`src/rtl/arcade_input_pkg.sv`:
```
// arcade_input_pkg: PS/2 scan codes, joystick bit positions and coin FSM states shared by the input mapper.
package arcade_input_pkg;
    localparam logic [7:0] KEY_UP    = 8'h75;
    localparam logic [7:0] KEY_DOWN  = 8'h72;
    localparam logic [7:0] KEY_LEFT  = 8'h6B;
    localparam logic [7:0] KEY_RIGHT = 8'h74;
    localparam logic [8:0] KEY_SPACE = 9'h029;
    localparam logic [8:0] KEY_CTRL  = 9'h014;
    localparam logic [8:0] KEY_F1    = 9'h005;
    localparam logic [8:0] KEY_F2    = 9'h006;

    localparam int JOY_R  = 0;
    localparam int JOY_L  = 1;
    localparam int JOY_D  = 2;
    localparam int JOY_U  = 3;
    localparam int JOY_FIRE = 4;
    localparam int JOY_S1 = 5;
    localparam int JOY_S2 = 6;

    typedef enum logic [1:0] {IDLE, PULSE, GAP} coin_state_t;
endpackage

```
`src/rtl/arcade_input_mapper_coin_pulser.sv`:
```
// coin_pulser: turns start-button edges into fixed-length coin pulses separated by a mandatory gap.
module coin_pulser
    import arcade_input_pkg::*;
#(
    parameter int COIN_CYCLES = 2_400_000,
    parameter int GAP_CYCLES  = 2_400_000
) (
    input  logic clk_sys,
    input  logic reset_n,
    input  logic trig,
    output logic coin,
    output logic busy
);
    localparam int MAX_CYCLES = COIN_CYCLES > GAP_CYCLES ? COIN_CYCLES : GAP_CYCLES;
    localparam int CW = MAX_CYCLES > 1 ? $clog2(MAX_CYCLES) : 1;
    localparam logic [CW-1:0] COIN_LOAD = CW'(COIN_CYCLES - 1);
    localparam logic [CW-1:0] GAP_LOAD  = CW'(GAP_CYCLES - 1);

    coin_state_t state, state_n;
    logic [CW-1:0] cnt, cnt_n;
    logic pending, pending_n, done, take;

    assign done = cnt == '0;
    // a pending request is consumed either from IDLE or at the very end of the gap
    assign take = pending && (state == IDLE || (state == GAP && done));
    assign pending_n = (pending && !take) || (trig && state != IDLE);

    always_ff @(posedge clk_sys or negedge reset_n) begin
        if (!reset_n) begin
            state   <= IDLE;
            cnt     <= '0;
            pending <= 1'b0;
        end else begin
            state   <= state_n;
            cnt     <= cnt_n;
            pending <= pending_n;
        end
    end

    always_comb begin
        state_n = state;
        cnt_n   = cnt;
        case (state)
            IDLE:  if (trig || pending) begin state_n = PULSE; cnt_n = COIN_LOAD; end
            PULSE: if (done) begin state_n = GAP; cnt_n = GAP_LOAD; end else cnt_n = cnt - 1'b1;
            GAP:   if (done) begin state_n = pending ? PULSE : IDLE; cnt_n = COIN_LOAD; end else cnt_n = cnt - 1'b1;
            default: state_n = IDLE;
        endcase
    end

    always_comb begin
        coin = state == PULSE;
        busy = state != IDLE;
    end
endmodule

```
`src/rtl/arcade_input_mapper.sv`:
```
// arcade_input_mapper: merges PS/2 keys and joystick into active-low pacman input words,
// with orientation remap and start-to-coin pulse conversion.
module arcade_input_mapper
    import arcade_input_pkg::*;
#(
    parameter int COIN_CYCLES = 2_400_000,
    parameter int GAP_CYCLES  = 2_400_000
) (
    input  logic        clk_sys,
    input  logic        reset_n,
    input  logic [10:0] ps2_key,
    input  logic [15:0] joy,
    input  logic        rotate,
    output logic [7:0]  in0_reg,
    output logic [7:0]  in1_reg,
    output logic        coin_busy
);
    logic prev, armed, ev, s_prev, trig, coin, unused_joy;
    logic k_up, k_down, k_left, k_right, k_fire, k_s1, k_s2;
    logic up, down, left, right, fire, s1, s2;
    logic [8:0] code;

    assign code = ps2_key[8:0];
    assign ev = armed && (ps2_key[10] != prev);
    assign unused_joy = ^joy[15:7];

    // Horz rotates the panel a quarter turn: physical left drives up, up drives right
    always_comb begin
        up    = rotate ? (k_left  | joy[JOY_L]) : (k_up    | joy[JOY_U]);
        down  = rotate ? (k_right | joy[JOY_R]) : (k_down  | joy[JOY_D]);
        left  = rotate ? (k_down  | joy[JOY_D]) : (k_left  | joy[JOY_L]);
        right = rotate ? (k_up    | joy[JOY_U]) : (k_right | joy[JOY_R]);
        fire  = k_fire | joy[JOY_FIRE];
        s1    = k_s1 | joy[JOY_S1];
        s2    = k_s2 | joy[JOY_S2];
    end

    assign trig = (!in1_reg[5] || !in1_reg[6]) && !s_prev;

    always_ff @(posedge clk_sys or negedge reset_n) begin
        if (!reset_n) begin
            prev    <= 1'b0;
            armed   <= 1'b0;
            s_prev  <= 1'b0;
            k_up    <= 1'b0;
            k_down  <= 1'b0;
            k_left  <= 1'b0;
            k_right <= 1'b0;
            k_fire  <= 1'b0;
            k_s1    <= 1'b0;
            k_s2    <= 1'b0;
            in0_reg <= 8'hFF;
            in1_reg <= 8'hFF;
        end else begin
            prev    <= ps2_key[10];
            armed   <= 1'b1;
            s_prev  <= !in1_reg[5] || !in1_reg[6];
            if (ev) begin
                if (code[7:0] == KEY_UP) k_up <= ps2_key[9];
                if (code[7:0] == KEY_DOWN) k_down <= ps2_key[9];
                if (code[7:0] == KEY_LEFT) k_left <= ps2_key[9];
                if (code[7:0] == KEY_RIGHT) k_right <= ps2_key[9];
                if (code == KEY_SPACE || code == KEY_CTRL) k_fire <= ps2_key[9];
                if (code == KEY_F1) k_s1 <= ps2_key[9];
                if (code == KEY_F2) k_s2 <= ps2_key[9];
            end
            in0_reg <= ~{2'b00, coin, 1'b0, down, right, left, up};
            in1_reg <= ~{1'b0, s2, s1, fire, 4'b0000};
        end
    end

    coin_pulser #(
        .COIN_CYCLES(COIN_CYCLES),
        .GAP_CYCLES (GAP_CYCLES)
    ) u_coin (
        .clk_sys(clk_sys),
        .reset_n(reset_n),
        .trig   (trig),
        .coin   (coin),
        .busy   (coin_busy)
    );
endmodule
```
`config.mk`:
```
export PLATFORM = sky130hd
export DESIGN_NAME = arcade_input_mapper
export DESIGN_NICKNAME = d
export VERILOG_FILES = /design/src/rtl/arcade_input_pkg.sv /design/src/rtl/arcade_input_mapper_coin_pulser.sv /design/src/rtl/arcade_input_mapper.sv
export SDC_FILE = /design/constraint.sdc
export NUM_CORES = 1
export LEC_CHECK = 0
export ABC_CLOCK_PERIOD_IN_PS = 3500
export CAP_MARGIN = 30
export CORE_MARGIN = 2
export CORE_UTILIZATION = 40
export CTS_CLUSTER_SIZE = 30
export DETAILED_ROUTE_END_ITERATION = 16
export MAX_ROUTING_LAYER = met4
export PLACE_DENSITY = 0.66
export SETUP_SLACK_MARGIN = 0.02
export SLEW_MARGIN = 20
export SYNTH_ARGS = -nofsm -noshare
export SYNTH_HDL_FRONTEND = slang
export SYNTH_SLANG_ARGS = --single-unit
export TNS_END_PERCENT = 30
```
`constraint.sdc`:
```
create_clock -name clk_sys -period 3.5 [get_ports clk_sys]
set_clock_uncertainty 0.05 [all_clocks]
set_input_delay 0.7 -clock clk_sys [delete_from_list [all_inputs] [get_ports clk_sys]]
set_output_delay 0.7 -clock clk_sys [all_outputs]
set_load 0.01 [all_outputs]
```
==> run metrics <==
total power=roughly 0.0015 W; HPWL after DPL=3475 µm; max FFs per register=22; most frequent cells in the layout=dfrtp_1, clkdlybuf4s50_1, nor2_1, nor3_1, o21ai_0; Internal Pwr Total=0.0009624 W; Mean Syn Cell Area=9.719 µm²; Detailed Route WL=just under 5000 µm; CP endpoint kind=flip-flop; CTS root buf=clkbuf_8; Cell Area, Synth=2303 µm²; # diodes=0; fin crit period=~2.6 ns; layout overhead on the synthesized area=20.48%; Die X=79.89 µm; initial antenna violation count=0; Synth Warn #=0; type of origin of the critical path=flip-flop; worst min-delay path class=input pin to asynchronous set/reset pin; Final Cycle Share=between 70% and 80%; Initial DRC Count=95; Switching Fraction=35.68%; Final setup viols=0; Buf/Inv on CP=2; nets@finish=306; Site Rows=27; number of synthesized flops with an enable pin=0; Cell Count, Final, Fillers Out=~340; Worst EP arrival=around 2.8 ns; vias in the first global route=1823; Vias=1860; largest net degree at the start of global routing=23; Clock power frac=23.1%; cts hold-fix bufs=0; Final Hold Viols=0; CTS buffer count=5; global placement routability congestion=0.8253; synth top area cells=dfrtp_1, dfstp_2, mux2_2; top cell type's share of synthesized area=38.02%; Seq cells post-synth=43; RSZ-0062 raised after global routing=false; Slew Viols, Final=0; logic gate share of total power=34.3%; first-pass GRT wire length=8383 µm; predominant post-synthesis flop cell=dfrtp_1; worst path cell trace=inv_1 > ha_1 > or4b_1 > or3_1 > o21bai_1 > buf_4 > nor4_1 > a221o_1; Worst-path clk slew=0.08 ns; # IOs=47; status=finished, final reports clean; highest-delay cell along the critical path=or4b_1; crit path max fanout=8; Power Dens Cells=539.1 nW/µm²; post-CTS setup buffer count=0; First-pass DRT Iterations=4; DR vias/cell=approximately 5.4; distinct cell type count after synthesis=54; post-synthesis async set-or-reset flop share=100.0%; GR Util All Layers=~17%; crit-path max cell delay=0.49 ns; Max clock buf depth=2; share of post-route cells with drive strength above 1=15.81%; wire per inst=14.06 µm; DRC violations left=0; commonest non-fill, non-tap cell in the layout=dfrtp_1; CTS tree=built; actual slew at the worst max-slew pin=0.5571 ns; Starting Density=between 40% and 50%; H-tree depth=2; Seq/Total Area, Yosys=47.15%; Cells after Synth=237; Synth area leader=dfrtp_1; PortBufs=29; ANT nets after route=0; dpl cells=335; CP required=3.63 ns; die height=about 80 µm; Max IR drop VDD=0.0003165 V; worst-skew pair later-pin latency=about 0.30 ns; Flop pwr share=42.7%; maxcap violations=0; crit path kind=flip-flop to flip-flop; Sum Neg Setup Slack=0 ns; Fmax achieved=377.7 MHz; # clock sinks=43; Crit path max-delay family=simple AND/OR/NAND/NOR gates; Lkg Pwr=about 1.1 nW; PostCTS Resize Cnt=0; CORE AREA=5540 µm²; Slew HR=62.52%; GRT overflow=0; switching power total=0.0005338 W; die area=6382 µm²
power groups by stage:
| stage | clock network, W | logic (W) | registers (W) |
|---|---|---|---|
| after global routing | 0.000385 | 0.000579 | 0.000653 |
| after global placement | 0 | 0.000488 | 0.000645 |
| after detailed placement | 0 | 0.000501 | 0.000647 |
| final | 0.000345 | 0.000513 | 0.000638 |
| after floorplan | 0 | 0.000327 | 0.000637 |
| after CTS | 0.000364 | 0.000503 | 0.000637 |
worst reg2reg max path, delay by kind of cell (launching register included):
| kind | cells | cell delay, ns |
|---|---|---|
| and+or+nand+nor | 3 | 0.99 |
| AOI/OAI and AO/OA | 2 | 0.57 |
| DFF | 1 | 0.41 |
| buffers and inverters | 2 | 0.30 |
| adders and majority gates | 1 | 0.22 |
stage by stage:
stage                     worst slack, ns  instance area (µm²)  utilization, %  hold WS (ns)
after floorplan                     1.037                 2333               -        0.3073
after global placement             0.7861                 2640           47.65        0.3233
after detailed placement           0.7186                 2668           48.15        0.3253
after CTS                          0.8405                 2768           49.95        0.3353
after global routing               0.6902                 2775           50.09        0.3451
final                              0.8522                 2775           50.09        0.3307
kinds of logic after synthesis:
logic type | Yosys count | synth area share, %
flops | 43 | 47.15
buf+inv | 25 | 5.432
other cells | 1 | 0.1628
fa+ha+maj | 5 | 2.716
compound gates | 57 | 16.02
simple gates | 93 | 22.27
xor+xnor | 1 | 0.3803
mux | 12 | 5.866
cells in the mapped netlist (all sizes together), types with 4 or more instances:
master   n
a21oi   13
clkbuf   5
dfstp    8
mux2    12
o21ai   17
nor3    17
inv     11
nand2   10
nor2    27
dfrtp   35
nor4     6
and3     5
nand2b   5
or4      5
a31oi    4
ha       5
buf      9
final timing paths:
kind	end	cells past startpoint	startpoint	slack, ns
worst max-delay path	u_coin.cnt[17]$_DFFE_PN0P_	8	u_coin.cnt[0]$_DFFE_PN0P_	0.85
worst min-delay path	k_right$_DFFE_PN0P_	1	reset_n	0.33
worst max register to register	u_coin.cnt[17]$_DFFE_PN0P_	8	u_coin.cnt[0]$_DFFE_PN0P_	0.85
worst min register to register	in1_reg[6]$_DFF_PN1_	1	k_s2$_DFFE_PN0P_	0.34
max in group asynchronous	in0_reg[5]$_DFF_PN1_	2	reset_n	2.50
min in group clk_sys	in1_reg[6]$_DFF_PN1_	1	k_s2$_DFFE_PN0P_	0.34
metal layers:
metal / up-vias / routed length [µm] / track usage (%)
met5: - / 0 / -
met4: 0 / 57 / 4.915
met3: 6 / 254 / 4.638
met2: 44 / 2336 / 26.50
met1: 893 / 2190 / 22.32
li1: 917 / - / -
layout make-up:
| class | count | area, µm² |
|---|---|---|
| fillers | 531 | 2765 |
| well taps | 72 | 90.09 |
| flip-flops and latches | 43 | 1086 |
| clock buffers | 8 | 100.1 |
| inverters | 11 | 41.29 |
| repair buffers | 33 | 335.3 |
| multi-input cells | 177 | 1122 |
(Power assumes the default switching activity.)
==> RTL change (same settings) <==
Remove the register `in0_reg`: a continuous assignment takes its place, so the output `in0_reg` follows one clock earlier.
--- a/src/rtl/arcade_input_mapper.sv
+++ b/src/rtl/arcade_input_mapper.sv
@@ -51,3 +51,2 @@
             k_s2    <= 1'b0;
-            in0_reg <= 8'hFF;
             in1_reg <= 8'hFF;
@@ -66,3 +65,2 @@
             end
-            in0_reg <= ~{2'b00, coin, 1'b0, down, right, left, up};
             in1_reg <= ~{1'b0, s2, s1, fire, 4'b0000};
@@ -70,2 +68,4 @@
     end
+
+    assign in0_reg = ~{2'b00, coin, 1'b0, down, right, left, up};
 
Check against the original RTL: not equivalent (a bounded check fails within 4 cycles, from zero or initial values and one cycle with reset_n low).
==> RTL change against the unedited design <==
  * Final area fell by 3.4%
  * Maximum frequency is 6.3% lower
  * Setup slack got worse by 180 ps
  * Critical path depth down 5
  * Synthesized area is 3.8% lower
  * Wire length down 1.1%
  * Power fell by 8.7%
  * Via count up 4.5%
  * Sequential share of layout area decreased by 3.5 points
  * Sequential power fell by 16%
  * Sequential cell count decreased by 5
  * Critical path type is now input pin to primary output
==> RTL change: results (changes against the unedited design) <==
{| class="wikitable"
! Metric !! Value
|-
| Per-instance average area after synthesis || 9.119 um^2 (was 9.719 um^2)
|-
| Layout cell share with drive strength beyond 1 || 12.59% (was 15.81%)
|-
| Crit path arrival time || 2080 ps (was 2780 ps)
|-
| Maximum vdd ir drop || 0.3638 mV (was 0.3165 mV)
|-
| Outcome || finished clean (unchanged)
|-
| Final hold slack || 280.5 ps (was 330.7 ps)
|-
| Largest driver fanout on the critical path || 4 (was 8)
|-
| Net total in the final layout || 312 (was 306)
|-
| Cell at the slowest stage of the critical path || sky130_fd_sc_hd__clkdlybuf4s50_1 (was sky130_fd_sc_hd__or4b_1)
|-
| Synth cell types || 48 (was 54)
|-
| Worst rel slew slack || 60.53% (was 62.52%)
|-
| Endpoint of the lowest-slack register-to-register path || u_coin.cnt[13]$_DFFE_PN0P_ (was u_coin.cnt[17]$_DFFE_PN0P_)
|-
| Avg WL per Cell || 13.67 um (was 14.06 um)
|-
| Post-place instance area || 2557 um^2 (was 2668 um^2)
|-
| Maximum number of pins on one net before global-route repair || 39 (was 23)
|-
| Cells on worst reg2reg path || 5 (was 8)
|-
| Largest cells by area after synthesis || sky130_fd_sc_hd__dfrtp_1 (40%), sky130_fd_sc_hd__mux2_2 (6.1%), sky130_fd_sc_hd__nor2_1 (5.1%) (was sky130_fd_sc_hd__dfrtp_1 (38%), sky130_fd_sc_hd__dfstp_2 (9.1%), sky130_fd_sc_hd__mux2_2 (5.9%))
|-
| Register-to-Register Setup Slack || 880 ps (was 850 ps)
|-
| Final Critical Period || 2826 ps (was 2648 ps)
|-
| Post-placement cell count || 341 (was 335)
|-
| Final Non-Filler Cells || 350 (was 344)
|-
| Iteration-0 DRC Markers || 189 (was 95)
|-
| Via count of the routed design || 1,943 (was 1,860)
|-
| Critical Path Start || rotate (was u_coin.cnt[0]$_DFFE_PN0P_)
|-
| Startpoint of the most critical register-to-register path || u_coin.cnt[15]$_DFFE_PN0P_ (was u_coin.cnt[0]$_DFFE_PN0P_)
|-
| Wire length of the first global-routing pass || 8424 um (was 8383 um)
|-
| Post-Place Setup Slack || 678.3 ps (was 718.6 ps)
|-
| Fraction of the yosys area taken by sequential cells || 43.08% (was 47.15%)
|-
| # fillers || 515 (was 531)
|}
RTL change: cell types whose count changed in the layout (fill, tap and decap cells not counted), sizes merged, moves of 3 or more:
cell / change
dfstp: -5
or3: +5
a21oi: +7
and3: -3
nor2: +3
nor3: -7
nand3: +11
o22a: +3
o31ai: -3
nand4: +3
nand2b: -4
RTL change: layout make-up:
class | count | area (um^2) | share of cell area [%]
Sequential cell | 38 | 954.7 | 35.62
Inverter | 13 | 48.80 | 1.821
Timing Repair Buffer | 32 | 327.8 | 12.23
Clock buffer | 6 | 82.58 | 3.081
Clock inverter | 2 | 12.51 | 0.4669
Multi-Input combinational cell | 187 | 1164 | 43.42
Tap cell | 72 | 90.09 | 3.361
RTL change: worst max-delay path: cells and delay by family:
family,cells,cell delay (ps)
mux,1,350
buf+inv,2,1020
RTL change: cells by family after synthesis:
| group | synth area share [%] |
|---|---|
| AND/OR/NAND/NOR | 24.73 |
| XOR/XNOR | 0.3953 |
| other | 0.1692 |
| adder cells (fa/ha/maj) | 2.823 |
| flip-flops | 43.08 |
| multiplexers | 6.098 |
| AO/OA/AOI/OAI | 16.94 |
| buffers and inverters | 5.760 |
RTL change: metal layers:
| metal | up-vias | GRT usage [%] | wire length, um |
|---|---|---|---|
| met5 | - | - | 0 |
| met4 | 0 | 7.193 | 99 |
| met3 | 12 | 3.678 | 258 |
| met2 | 59 | 27.59 | 2203 |
| met1 | 923 | 22.82 | 2222 |
| li1 | 949 | - | - |
RTL change: power groups by stage:
stage	Sequential, W	Combinational [W]	Clock, W
CTS	0.000533	0.000517	0.000325
floorplan	0.000528	0.000342	0
global route	0.000541	0.000583	0.000351
finish	0.000534	0.000515	0.000318
global placement	0.000539	0.000507	0
detailed placement	0.000541	0.000516	0
